$ cat src/rtl/fifo_pkg.sv
// Shared types and helpers for the parametrised packet-parser FIFO.
package fifo_pkg;

   // Read-side behaviour: registered read or first-word-fall-through.
   typedef enum logic {
      MODE_STD  = 1'b0,
      MODE_FWFT = 1'b1
   } fifo_mode_e;

   // True when v is a non-zero power of two.
   function automatic bit is_pow2(input int unsigned v);
      return (v != 0) && ((v & (v - 1)) == 0);
   endfunction

endpackage

$ cat src/rtl/fifo_mem.sv
// Simple dual-port storage array: synchronous write, asynchronous read.
// No reset; contents are only meaningful between the FIFO pointers.
module fifo_mem
   import fifo_pkg::*;
#(
   parameter int WIDTH = 32,
   parameter int DEPTH = 16,
   localparam int AW   = $clog2(DEPTH)
) (
   input  logic             clk,
   input  logic             we,
   input  logic [AW-1:0]    waddr,
   input  logic [WIDTH-1:0] wdata,
   input  logic [AW-1:0]    raddr,
   output logic [WIDTH-1:0] rdata
);

   logic [WIDTH-1:0] mem [DEPTH];

   // Write port: store one word per accepted write.
   always_ff @(posedge clk) begin
      if (we) begin
         mem[waddr] <= wdata;
      end
   end

   assign rdata = mem[raddr];

endmodule

$ cat src/rtl/param_fifo.sv
// Parametrised synchronous FIFO with STD/FWFT read modes, programmable
// almost-full/almost-empty thresholds, occupancy count, synchronous flush
// and sticky overflow/underflow flags.
module param_fifo
   import fifo_pkg::*;
#(
   parameter int         WIDTH     = 32,
   parameter int         DEPTH     = 16,
   parameter fifo_mode_e MODE      = MODE_STD,
   parameter int         AF_THRESH = DEPTH - 2,
   parameter int         AE_THRESH = 2,
   localparam int        PW        = $clog2(DEPTH),
   localparam int        CW        = PW + 1
) (
   input  logic             clk,
   input  logic             rst,
   input  logic             flush,
   input  logic [WIDTH-1:0] wdata,
   input  logic             wr_en,
   output logic             full_flag,
   output logic             almost_full,
   input  logic             rd_en,
   output logic [WIDTH-1:0] rdata,
   output logic             empty_flag,
   output logic             almost_empty,
   output logic [CW-1:0]    count,
   input  logic             err_clr,
   output logic             overflow,
   output logic             underflow
);

   localparam logic [CW-1:0] DEPTH_C = CW'(DEPTH);
   localparam logic [CW-1:0] AF_C    = CW'(AF_THRESH);
   localparam logic [CW-1:0] AE_C    = CW'(AE_THRESH);

   // Elaboration-time parameter sanity checks.
   if (WIDTH < 1) begin : g_bad_width
      $error("param_fifo: WIDTH must be at least 1");
   end
   if (!is_pow2(DEPTH) || DEPTH < 4) begin : g_bad_depth
      $error("param_fifo: DEPTH must be a power of 2 and at least 4");
   end
   if (!(AE_THRESH < AF_THRESH && AF_THRESH <= DEPTH)) begin : g_bad_thresh
      $error("param_fifo: thresholds must satisfy AE_THRESH < AF_THRESH <= DEPTH");
   end

   logic [PW-1:0]    wr_ptr;
   logic [PW-1:0]    rd_ptr;
   logic [PW-1:0]    wr_ptr_nxt;
   logic [PW-1:0]    rd_ptr_nxt;
   logic [CW-1:0]    count_nxt;
   logic             wr_acc;
   logic             rd_acc;
   logic             ovf_set;
   logic             unf_set;
   logic [WIDTH-1:0] mem_rdata;

   // Flush wins over both requests; the flags below come from the registered
   // count, so a read frees a slot for writing only on the following cycle.
   assign wr_acc  = wr_en & ~full_flag  & ~flush;
   assign rd_acc  = rd_en & ~empty_flag & ~flush;
   assign ovf_set = wr_en & full_flag  & ~flush;
   assign unf_set = rd_en & empty_flag & ~flush;

   fifo_mem #(
      .WIDTH (WIDTH),
      .DEPTH (DEPTH)
   ) u_mem (
      .clk   (clk),
      .we    (wr_acc),
      .waddr (wr_ptr),
      .wdata (wdata),
      .raddr (rd_ptr),
      .rdata (mem_rdata)
   );

   // Next pointer and occupancy values.
   always_comb begin
      wr_ptr_nxt = wr_ptr;
      rd_ptr_nxt = rd_ptr;
      count_nxt  = count;
      if (flush) begin
         wr_ptr_nxt = '0;
         rd_ptr_nxt = '0;
         count_nxt  = '0;
      end else begin
         if (wr_acc) begin
            wr_ptr_nxt = wr_ptr + 1'b1;
         end
         if (rd_acc) begin
            rd_ptr_nxt = rd_ptr + 1'b1;
         end
         case ({wr_acc, rd_acc})
            2'b10:   count_nxt = count + 1'b1;
            2'b01:   count_nxt = count - 1'b1;
            default: count_nxt = count;
         endcase
      end
   end

   // Pointer, count and status-flag registers; flags track the new count.
   always_ff @(posedge clk or negedge rst) begin
      if (!rst) begin
         wr_ptr       <= '0;
         rd_ptr       <= '0;
         count        <= '0;
         empty_flag   <= 1'b1;
         almost_empty <= 1'b1;
         full_flag    <= 1'b0;
         almost_full  <= 1'b0;
      end else begin
         wr_ptr       <= wr_ptr_nxt;
         rd_ptr       <= rd_ptr_nxt;
         count        <= count_nxt;
         empty_flag   <= (count_nxt == '0);
         almost_empty <= (count_nxt <= AE_C);
         full_flag    <= (count_nxt == DEPTH_C);
         almost_full  <= (count_nxt >= AF_C);
      end
   end

   // Sticky error flags; a new error in the same cycle as err_clr survives.
   always_ff @(posedge clk or negedge rst) begin
      if (!rst) begin
         overflow  <= 1'b0;
         underflow <= 1'b0;
      end else begin
         if (ovf_set) begin
            overflow <= 1'b1;
         end else if (err_clr) begin
            overflow <= 1'b0;
         end
         if (unf_set) begin
            underflow <= 1'b1;
         end else if (err_clr) begin
            underflow <= 1'b0;
         end
      end
   end

   if (MODE == MODE_STD) begin : g_std
      logic [WIDTH-1:0] rdata_q;

      // Registered read: capture the head word on each accepted read.
      always_ff @(posedge clk or negedge rst) begin
         if (!rst) begin
            rdata_q <= '0;
         end else if (rd_acc) begin
            rdata_q <= mem_rdata;
         end
      end

      assign rdata = rdata_q;
   end else begin : g_fwft
      // Head word is presented directly; while empty the unreset array would
      // show stale data, so drive zero to keep the output defined.
      assign rdata = empty_flag ? '0 : mem_rdata;
   end

endmodule

$ cat config.mk
export PLATFORM = sky130hd
export DESIGN_NAME = param_fifo
export DESIGN_NICKNAME = d
export VERILOG_FILES = /design/src/rtl/fifo_pkg.sv /design/src/rtl/fifo_mem.sv /design/src/rtl/param_fifo.sv
export SDC_FILE = /design/constraint.sdc
export NUM_CORES = 1
export LEC_CHECK = 0
export ABC_AREA = 1
export CAP_MARGIN = 20
export CORE_UTILIZATION = 35
export DETAILED_ROUTE_END_ITERATION = 12
export PLACE_DENSITY_LB_ADDON = 0.3
export SETUP_SLACK_MARGIN = 0.02
export SLEW_MARGIN = 40
export SYNTH_ARGS = -nofsm -noshare
export SYNTH_HDL_FRONTEND = slang
export SYNTH_HIERARCHICAL = 1
export SYNTH_SLANG_ARGS = --single-unit
$ cat constraint.sdc
create_clock -name clk -period 3 [get_ports clk]
set_clock_uncertainty 0.1 [all_clocks]
set_input_delay 0.6 -clock clk [delete_from_list [all_inputs] [get_ports clk]]
set_output_delay 0.6 -clock clk [all_outputs]
set_load 0.02 [all_outputs]
Yosys cells after proc, flatten, opt, wreduce, memory -nomap -nowiden
Memories as Yosys holds them, arrays and structs flattened. A register that Yosys moved wholly into a read port is not among the register bits.
Cells that the tools add are included.
{"block": "classes", "magnitude_cmp": 2, "reduce_logical": 6, "mux": 11, "add_sub_neg": 4, "bitwise_logic": 11, "eq_ne": 3}
{"op": "$mux 4", "count": 4}
{"op": "$pmux 5 s2", "count": 1}
{"op": "$add 4x1->4 const B", "count": 2}
{"op": "$and 1x1->1", "count": 8}
{"op": "$reduce_bool 2->1", "count": 4}
{"op": "$add 5x1->5 const B", "count": 1}
{"op": "$eq 5x5->1 const B", "count": 1}
{"op": "$ge 5x4->1 const B", "count": 1}
{"op": "$le 5x2->1 const B", "count": 1}
{"op": "$logic_not 5->1", "count": 1}
{"op": "$mux 1", "count": 5}
{"op": "$mux 5", "count": 1}
{"op": "$sub 5x1->5 const B", "count": 1}
{"op": "$not 1->1", "count": 3}
{"op": "$eq 2x1->1 const B", "count": 1}
{"op": "$eq 2x2->1 const B", "count": 1}
{"op": "$logic_not 1->1", "count": 1}
{"block": "totals", "ram_bits": 512, "n_memories": 1, "regBits": 19, "inputBits": 38, "wordCells": 47}
{"memory": "u_mem.mem", "words": 16, "word_bits": 32, "read_ports": 1, "rd_ports_with_merged_regs": 1, "write_ports": 1, "line_no": "fifo_mem.sv:18", "source": "logic [WIDTH-1:0] mem [DEPTH];"}

Logic depth before layout (Yosys ltp)
Gate-level depths: netlist of run 1.
{"block": "depth", "ltp_word": 7, "ltp_mapped": 16}

By module
The synthesis of run 1 kept the hierarchy.
{"module": "fifo_mem", "seq_area_each_um2": 15374.7, "cells_each": 2088, "area_per_inst_um2": 22089.9, "n_inst": 1}
{"module": "param_fifo", "seq_area_each_um2": 1278.7, "cells_each": 268, "area_per_inst_um2": 2292.2, "n_inst": 1}

Worst setup path after synthesis of run 1
No wires, ideal clock.
{"block": "synth_timing", "path_kind": "input -> register", "from": "input port flush", "to": "memory u_mem.mem[12][0] (enable)", "cell_stages": 4, "t_required_ns": 2.479, "setup_slack_ns": -0.079, "setup_time_ns": 0.421, "t_arrival_ns": 2.558, "cell_sequence": "buf_4 > nor2_1 > nand3_1 > nor2_1"}
{"block": "synth_between", "elab_chain_cells": 4}
{"item": "from (decl)", "line_no": "param_fifo.sv:17", "source": "input logic flush,"}
{"item": "$not 1->1", "line_no": "param_fifo.sv:60", "source": "assign wr_acc = wr_en & ~full_flag & ~flush;"}
{"item": "$and 1x1->1", "line_no": "param_fifo.sv:60"}
{"item": "via wr_acc", "line_no": "param_fifo.sv:52", "source": "logic wr_acc;"}
{"item": "$mux 1", "line_no": "fifo_mem.sv:22", "source": "if (we) begin"}
{"item": "$mux 1 (implied by the code)", "line_no": "fifo_mem.sv:23", "source": "mem[waddr] <= wdata;"}
{"item": "to (decl)", "line_no": "fifo_mem.sv:18"}
The timed path passes the listed nets, and every way through them passes these cells.

Worst setup path after layout of run 1
{"block": "layout_timing", "from": "input port rd_en", "to": "register g_std.rdata_q[21], in the netlist rdata[21] (read register of u_mem.mem)"}
{"block": "layout_between", "elab_chain_cells": 2}
{"item": "from (decl)", "line_no": "param_fifo.sv:22", "source": "input logic rd_en,"}
{"item": "$and 1x1->1 (2 in series)", "line_no": "param_fifo.sv:61", "source": "assign rd_acc = rd_en & ~empty_flag & ~flush;"}
{"item": "to (decl)", "line_no": "param_fifo.sv:142", "source": "logic [WIDTH-1:0] rdata_q;"}
No other way between the ends.
A chain may end at the register's enable or synchronous reset.

==> results of run 1 <==
==> registers in the layout, indices dropped and copies added, names as in the netlist <==
register,cells
wr_ptr,4
rdata,32
underflow,1
almost_empty,1
almost_full,1
empty_flag,1
full_flag,1
u_mem/mem,512
count,5
overflow,1
rd_ptr,4
==> synth_stat cells <==
cell      count
a21o_1        1
a21oi_1       9
a21oi_4       1
buf_1        14
buf_12        1
buf_2        45
buf_4         7
buf_6        29
clkbuf_1     17
clkinv_2      1
dfrtp_1      49
dfstp_2       2
edfxtp_1    512
ha_1          4
inv_1       408
inv_2         5
inv_4         2
nand2_1     798
nand2_2       6
nand3_1     393
nand3_2       3
nand3_4       1
nand3b_1      2
nand4_1       4
nor2_1       21
nor2_2        1
nor2_8        1
nor4_1        2
o21ai_0      12
o21ai_1       1
o31ai_1       1
or2_2         1
xor2_1        2
==> metrics by stage <==
stage               hold WS (ns)  instance area (sq um)  cells  power (mW)  util [%]
floorplan                 0.2044                  24390   2356       11.32         -
global placement          0.3379                  26510   3320       12.56     38.59
detailed placement        0.3472                  26510   3320       12.58     38.59
CTS                       0.2292                  28420   3432       19.80     41.37
global route              0.2586                  28410   3432       20.42     41.36
finish                    0.2627                  28410   3432       19.58     41.36
==> final timing paths <==
kind | end | slack (ns) | cells after the start
setup / recovery | rdata[21] | 0.44 | 9
hold / removal | count[4] | 0.26 | 2
setup reg to reg | rdata[21] | 0.56 | 7
hold reg to reg | rdata[1] | 0.37 | 2
max in group asynchronous | rd_ptr[1] | 1.73 | 3
min in group clk | u_mem/mem[7][25] | 0.33 | 1
==> layout make-up <==
type                            instances  area, sq um  area share, %
Clock buffer                           85         1637          5.760
Clock inverter                         26        264.0         0.9291
Inverter                              416         1574          5.540
Multi-Input combinational cell       1264         5545          19.52
Sequential cell                       563        16660          58.65
Tap cell                              931         1165          4.100
Timing Repair Buffer                  147         1565          5.509
==> routing by layer <==
layer,track usage (%),part of all wire [%],vias up
li1,-,-,7769
met3,2.579,5.0,100
met1,23.73,44,7801
met4,4.846,2.5,0
met5,0,0,-
met2,30.46,49,420
==> power by group through the flow <==
stage                     Sequential [mW]  Combinational (mW)  Clock (mW)
final                                9.11                3.27        7.20
after global routing                 9.15                3.62        7.66
after CTS                            9.12                3.32        7.36
after detailed placement             9.27                3.31           0
after global placement               9.28                3.28           0
after floorplan                      9.45                1.87           0
==> logic make-up (layout without fill, tap and decap cells) <==
logic type      Yosys count  count (layout)  share of synthesized area, %
simple gates           1233            1233                         21.37
compound gates           25              25                        0.5799
fa+ha+maj                 4               4                        0.2053
buf+inv                 529             674                         9.468
xor+xnor                  2               2                       0.07186
flops                   563             563                         68.30
==> worst reg2reg max path, cell delays in order (launching register included) <==
cell,delay (ns)
dfstp_2,0.40
nor2_8,0.18
inv_2,0.08
nor2_4,0.09
buf_4,0.45
clkinv_2,0.72
nand2_1,0.22
nand2_1,0.07
==> timing repair <==
action	4_1_cts	5_1_grt
setup buffers	0	0
hold buffers	1	0
hold endpoints to repair	18	0
==> results.cfg, run 1 <==
[outcome]
status = finished, final reports clean

[clock_network]
cts_repair_resize_count = 0
clock_sinks = 563
cts-root-buf = clkbuf_16
clk_latency_ns = 0.63
cts_tree = yes
numCtsBuffers = 59
clkTransAtPathRegs_ns = 0.06
cts_max_level = 2
clock_path_buffers = 3

[power_and_ir_drop]
vdd.ir_drop.worst_uv = 375.3
leakage_nw = 11.95
pwr-share-seq_pct = 46.5
p_comb_share_pct = 16.7
swShare_pct = 27.48
power_density_nw_per_um2 = 689.3
power.net_switching_mw = 5.381
internal_power_mw = 14.20
clkPwrFrac_pct = 36.8

[timing]
fin_crit_sh_pct = 85.24
finalMaxSlewViolations = 0
tns_ns = 0
rsz0062_at_grt = false
fmax_ghz = 0.3911
fin_ws_ns = 0.4429
period_needed_ns = 2.557
finalSetupViolCount = 0
tightest_slew_ns = 0.8124
final_hold_viol_count = 0
relSlewSlack_pct = 45.67

[placement]
pre_cts_slack_ns = 0.07845
place.gp.congestion = 0.8299
numPortBuffers = 80
dp_hpwl_um = 37030

[finish]
num_antenna_cells = 0
fillers = 6638
syn_to_final_growth_pct = 16.53
drive_gt1_share_pct = 7.797
nets = 2493
mostFrequentLayoutCells = nand2_1 (798), edfxtp_1 (512), inv_1 (406)
final_common_cell = nand2_1

[synthesis]
yosysSeqAreaShare_pct = 68.30
synth_top_area_cell = edfxtp_1
avgSynthCellArea_sq_um = 10.35
ys_ff_latch = 563
synth_top_cell_area_share_pct = 63.06
yosys-top-cells-area = edfxtp_1 (63%), nand2_1 (12%), nand3_1 (8.1%)
netlist_area_sq_um = 24380
yosysUniqueCellTypes = 33
synthCells = 2356
yosys_warnings = 6
postSynthNetCount = 2398

[detailed_routing]
drt_iter0_drc = 1325
vias = 16090
avgViaCountPerCell = 4.688
wl_per_cell_um = 18.17
drc = 0
first_pass_iters = 5
totalWireLength_um = 62350
antenna_left = 0

[floorplanning]
row_count = 96
die_h_um = 265.9
ios = 81
core-area_sq_um = 68710
start_util_pct = 35.49
dieArea_sq_um = 70720
die_x_um = 265.9

[global_routing]
grt_usage_pct = 17.87
grt_pass1_wl_um = 96270
grt.overflow.total = 0
grt_max_degree = 96
grt_pass1_vias = 15980
antenna_found_initial = 0

[setup_path]
rr_startpoint = empty_flag
required_ns = 3.39
cp_max_fo = 34
crit_start = rd_en
start_kind = input pin
cp_cell_sequence = clkdlybuf4s50_1 -> inv_2 -> nor2_8 -> inv_2 -> nor2_4 -> buf_4 -> clkinv_2 -> nand2_1 -> nand2_1
worst_path_dominant_cell_family = buffers and inverters
cp_slowest_stage_delay_ns = 0.71
critical_path_buf_inv_count = 5
crit_slowest_cell = clkinv_2
cp.arrival_ns = 2.95
critPathKind = in2reg
cp-end-kind = register

[worst_hold_path]
hold_path_class = in2async

[run]
cap_violations = 0
Note: power is estimated with default switching activity, not from simulation.
==> run 2: changes to the inputs <==
- CORE_UTILIZATION: 35 -> 46
==> results.cfg, run 2 (synthesized netlist as in run 1, its figures left out) <==
[timing]
tightest_slew_ns = 0.7930
period_needed_ns = 2.533
fin_crit_sh_pct = 84.43
relSlewSlack_pct = 46.97
rsz0062_at_grt = false
finalSetupViolCount = 0
finalMaxSlewViolations = 0
fmax_ghz = 0.3948
final_hold_viol_count = 0

[setup_path]
worst_path_dominant_cell_family = buffers and inverters
crit_start = empty_flag
rr_startpoint = full_flag
start_kind = register
critical_path_buf_inv_count = 1
cp_slowest_stage_delay_ns = 0.62
cp.arrival_ns = 1.83
r2r-end = u_mem/mem[12][17]
crit_slowest_cell = clkdlybuf4s50_1
crit_end = empty_flag
reg2regPathDepth = 8
cp_max_fo = 3
required_ns = 2.30
cp_cell_sequence = clkdlybuf4s50_1
cp-end-kind = output pin
rrSetupSlack_ns = 0.71
critPathKind = reg2out
path_depth = 1

[global_routing]
grt.overflow.total = 0
grt_max_degree = 143
grt_usage_pct = 21.83
grt_pass1_vias = 15340
grt_pass1_wl_um = 89160
antenna_found_initial = 1

[clock_network]
clock_path_buffers = 3
clkTransAtPathRegs_ns = 0.06
cts-root-buf = clkbuf_16
cts_tree = yes
clock_sinks = 563
numCtsBuffers = 56
clk_latency_ns = 0.62
cts_max_level = 2

[detailed_routing]
totalWireLength_um = 57760
drt_iter0_drc = 1617
vias = 16220
first_pass_iters = 5
wl_per_cell_um = 18.17
antenna_left = 0
avgViaCountPerCell = 5.102
drc = 0

[power_and_ir_drop]
power_density_nw_per_um2 = 693.7
swShare_pct = 26.66
vdd.ir_drop.worst_uv = 432.8
power.total_mw = 19.50
p_comb_share_pct = 16.7
pwr-share-seq_pct = 46.4
power.net_switching_mw = 5.199
internal_power_mw = 14.30
leakage_nw = 11.92
clkPwrFrac_pct = 36.8

[finish]
largest_reg_flops = 512
mostFrequentLayoutCells = nand2_1 (798), edfxtp_1 (512), inv_1 (406)
nets = 2484
instances_no_fill = 3178
regMostFlops = u_mem/mem
final_common_cell = nand2_1
drive_gt1_share_pct = 7.433
final_area_sq_um = 28110
syn_to_final_growth_pct = 15.31

[floorplanning]
core-area_sq_um = 52450
ios = 81
start_util_pct = 46.49
die_h_um = 232.2
die_x_um = 232.2
row_count = 84
dieArea_sq_um = 53930

[outcome]
status = finished, final reports clean

[worst_hold_path]
hold_path_class = reg2reg

[placement]
placed_cells = 3071
placed_area_sq_um = 26210
dp_hpwl_um = 33360
numPortBuffers = 80
place.gp.congestion = 0.8357

[run]
cap_violations = 0
[run 2: worst min path at each step]
stage               from     endpoint  slack [ns]  cells after the start
6_report       rdata[17]    rdata[17]        0.37                      2
5_1_grt        rdata[20]    rdata[20]        0.40                      2
4_1_cts              rst     rdata[8]        0.06                      2
3_5_place_dp   rdata[17]    rdata[17]        0.36                      2
3_3_place_gp   rdata[17]    rdata[17]        0.36                      2
2_1_floorplan        rst  almost_full        0.20                      0
[run 2: timing repair]
action | 4_1_cts | 5_1_grt
resized for setup | 0 | 0
setup buffers | 0 | 0
hold buffers | 0 | 1
endpoints found under the hold margin | 0 | 2
[run 2: area by class of cell]
cell class                 count  area, sq um
inverter                     416         1573
tap                          688        860.8
timing repair buffer         141         1585
clock buffer                  79         1518
fill                        4471        24330
multi-input combinational   1264         5545
antenna                        1        2.502
clock inverter                26        366.6
sequential                   563        16660
[run 2: power groups by stage]
stage               logic [mW]  registers [mW]  clock network [mW]
floorplan                 1.87            9.45                   0
global placement          3.23            9.22                   0
detailed placement        3.27            9.22                   0
CTS                       3.28            9.06                7.31
global route              3.60            9.09                7.64
finish                    3.27            9.06                7.18
[run 2: stage by stage]
| stage | hold slack (ns) | util, % | setup slack (ns) | setup TNS (ns) |
|---|---|---|---|---|
| after floorplan | 0.2044 | - | -0.07910 | -34.33 |
| after global placement | 0.3569 | 49.98 | 0.1195 | 0 |
| after detailed placement | 0.3627 | 49.98 | 0.08285 | 0 |
| after CTS | 0.06199 | 53.58 | 0.4316 | 0 |
| after global routing | 0.3957 | 53.61 | 0.4099 | 0 |
| final | 0.3719 | 53.61 | 0.4670 | 0 |
[run 2: metal layers]
metal,GRT usage [%],up-vias,share of wire (%)
met4,6.620,0,2.6
li1,-,7760,-
met1,30.74,7815,44
met3,3.573,99,6.4
met2,34.72,541,47
met5,0,-,0
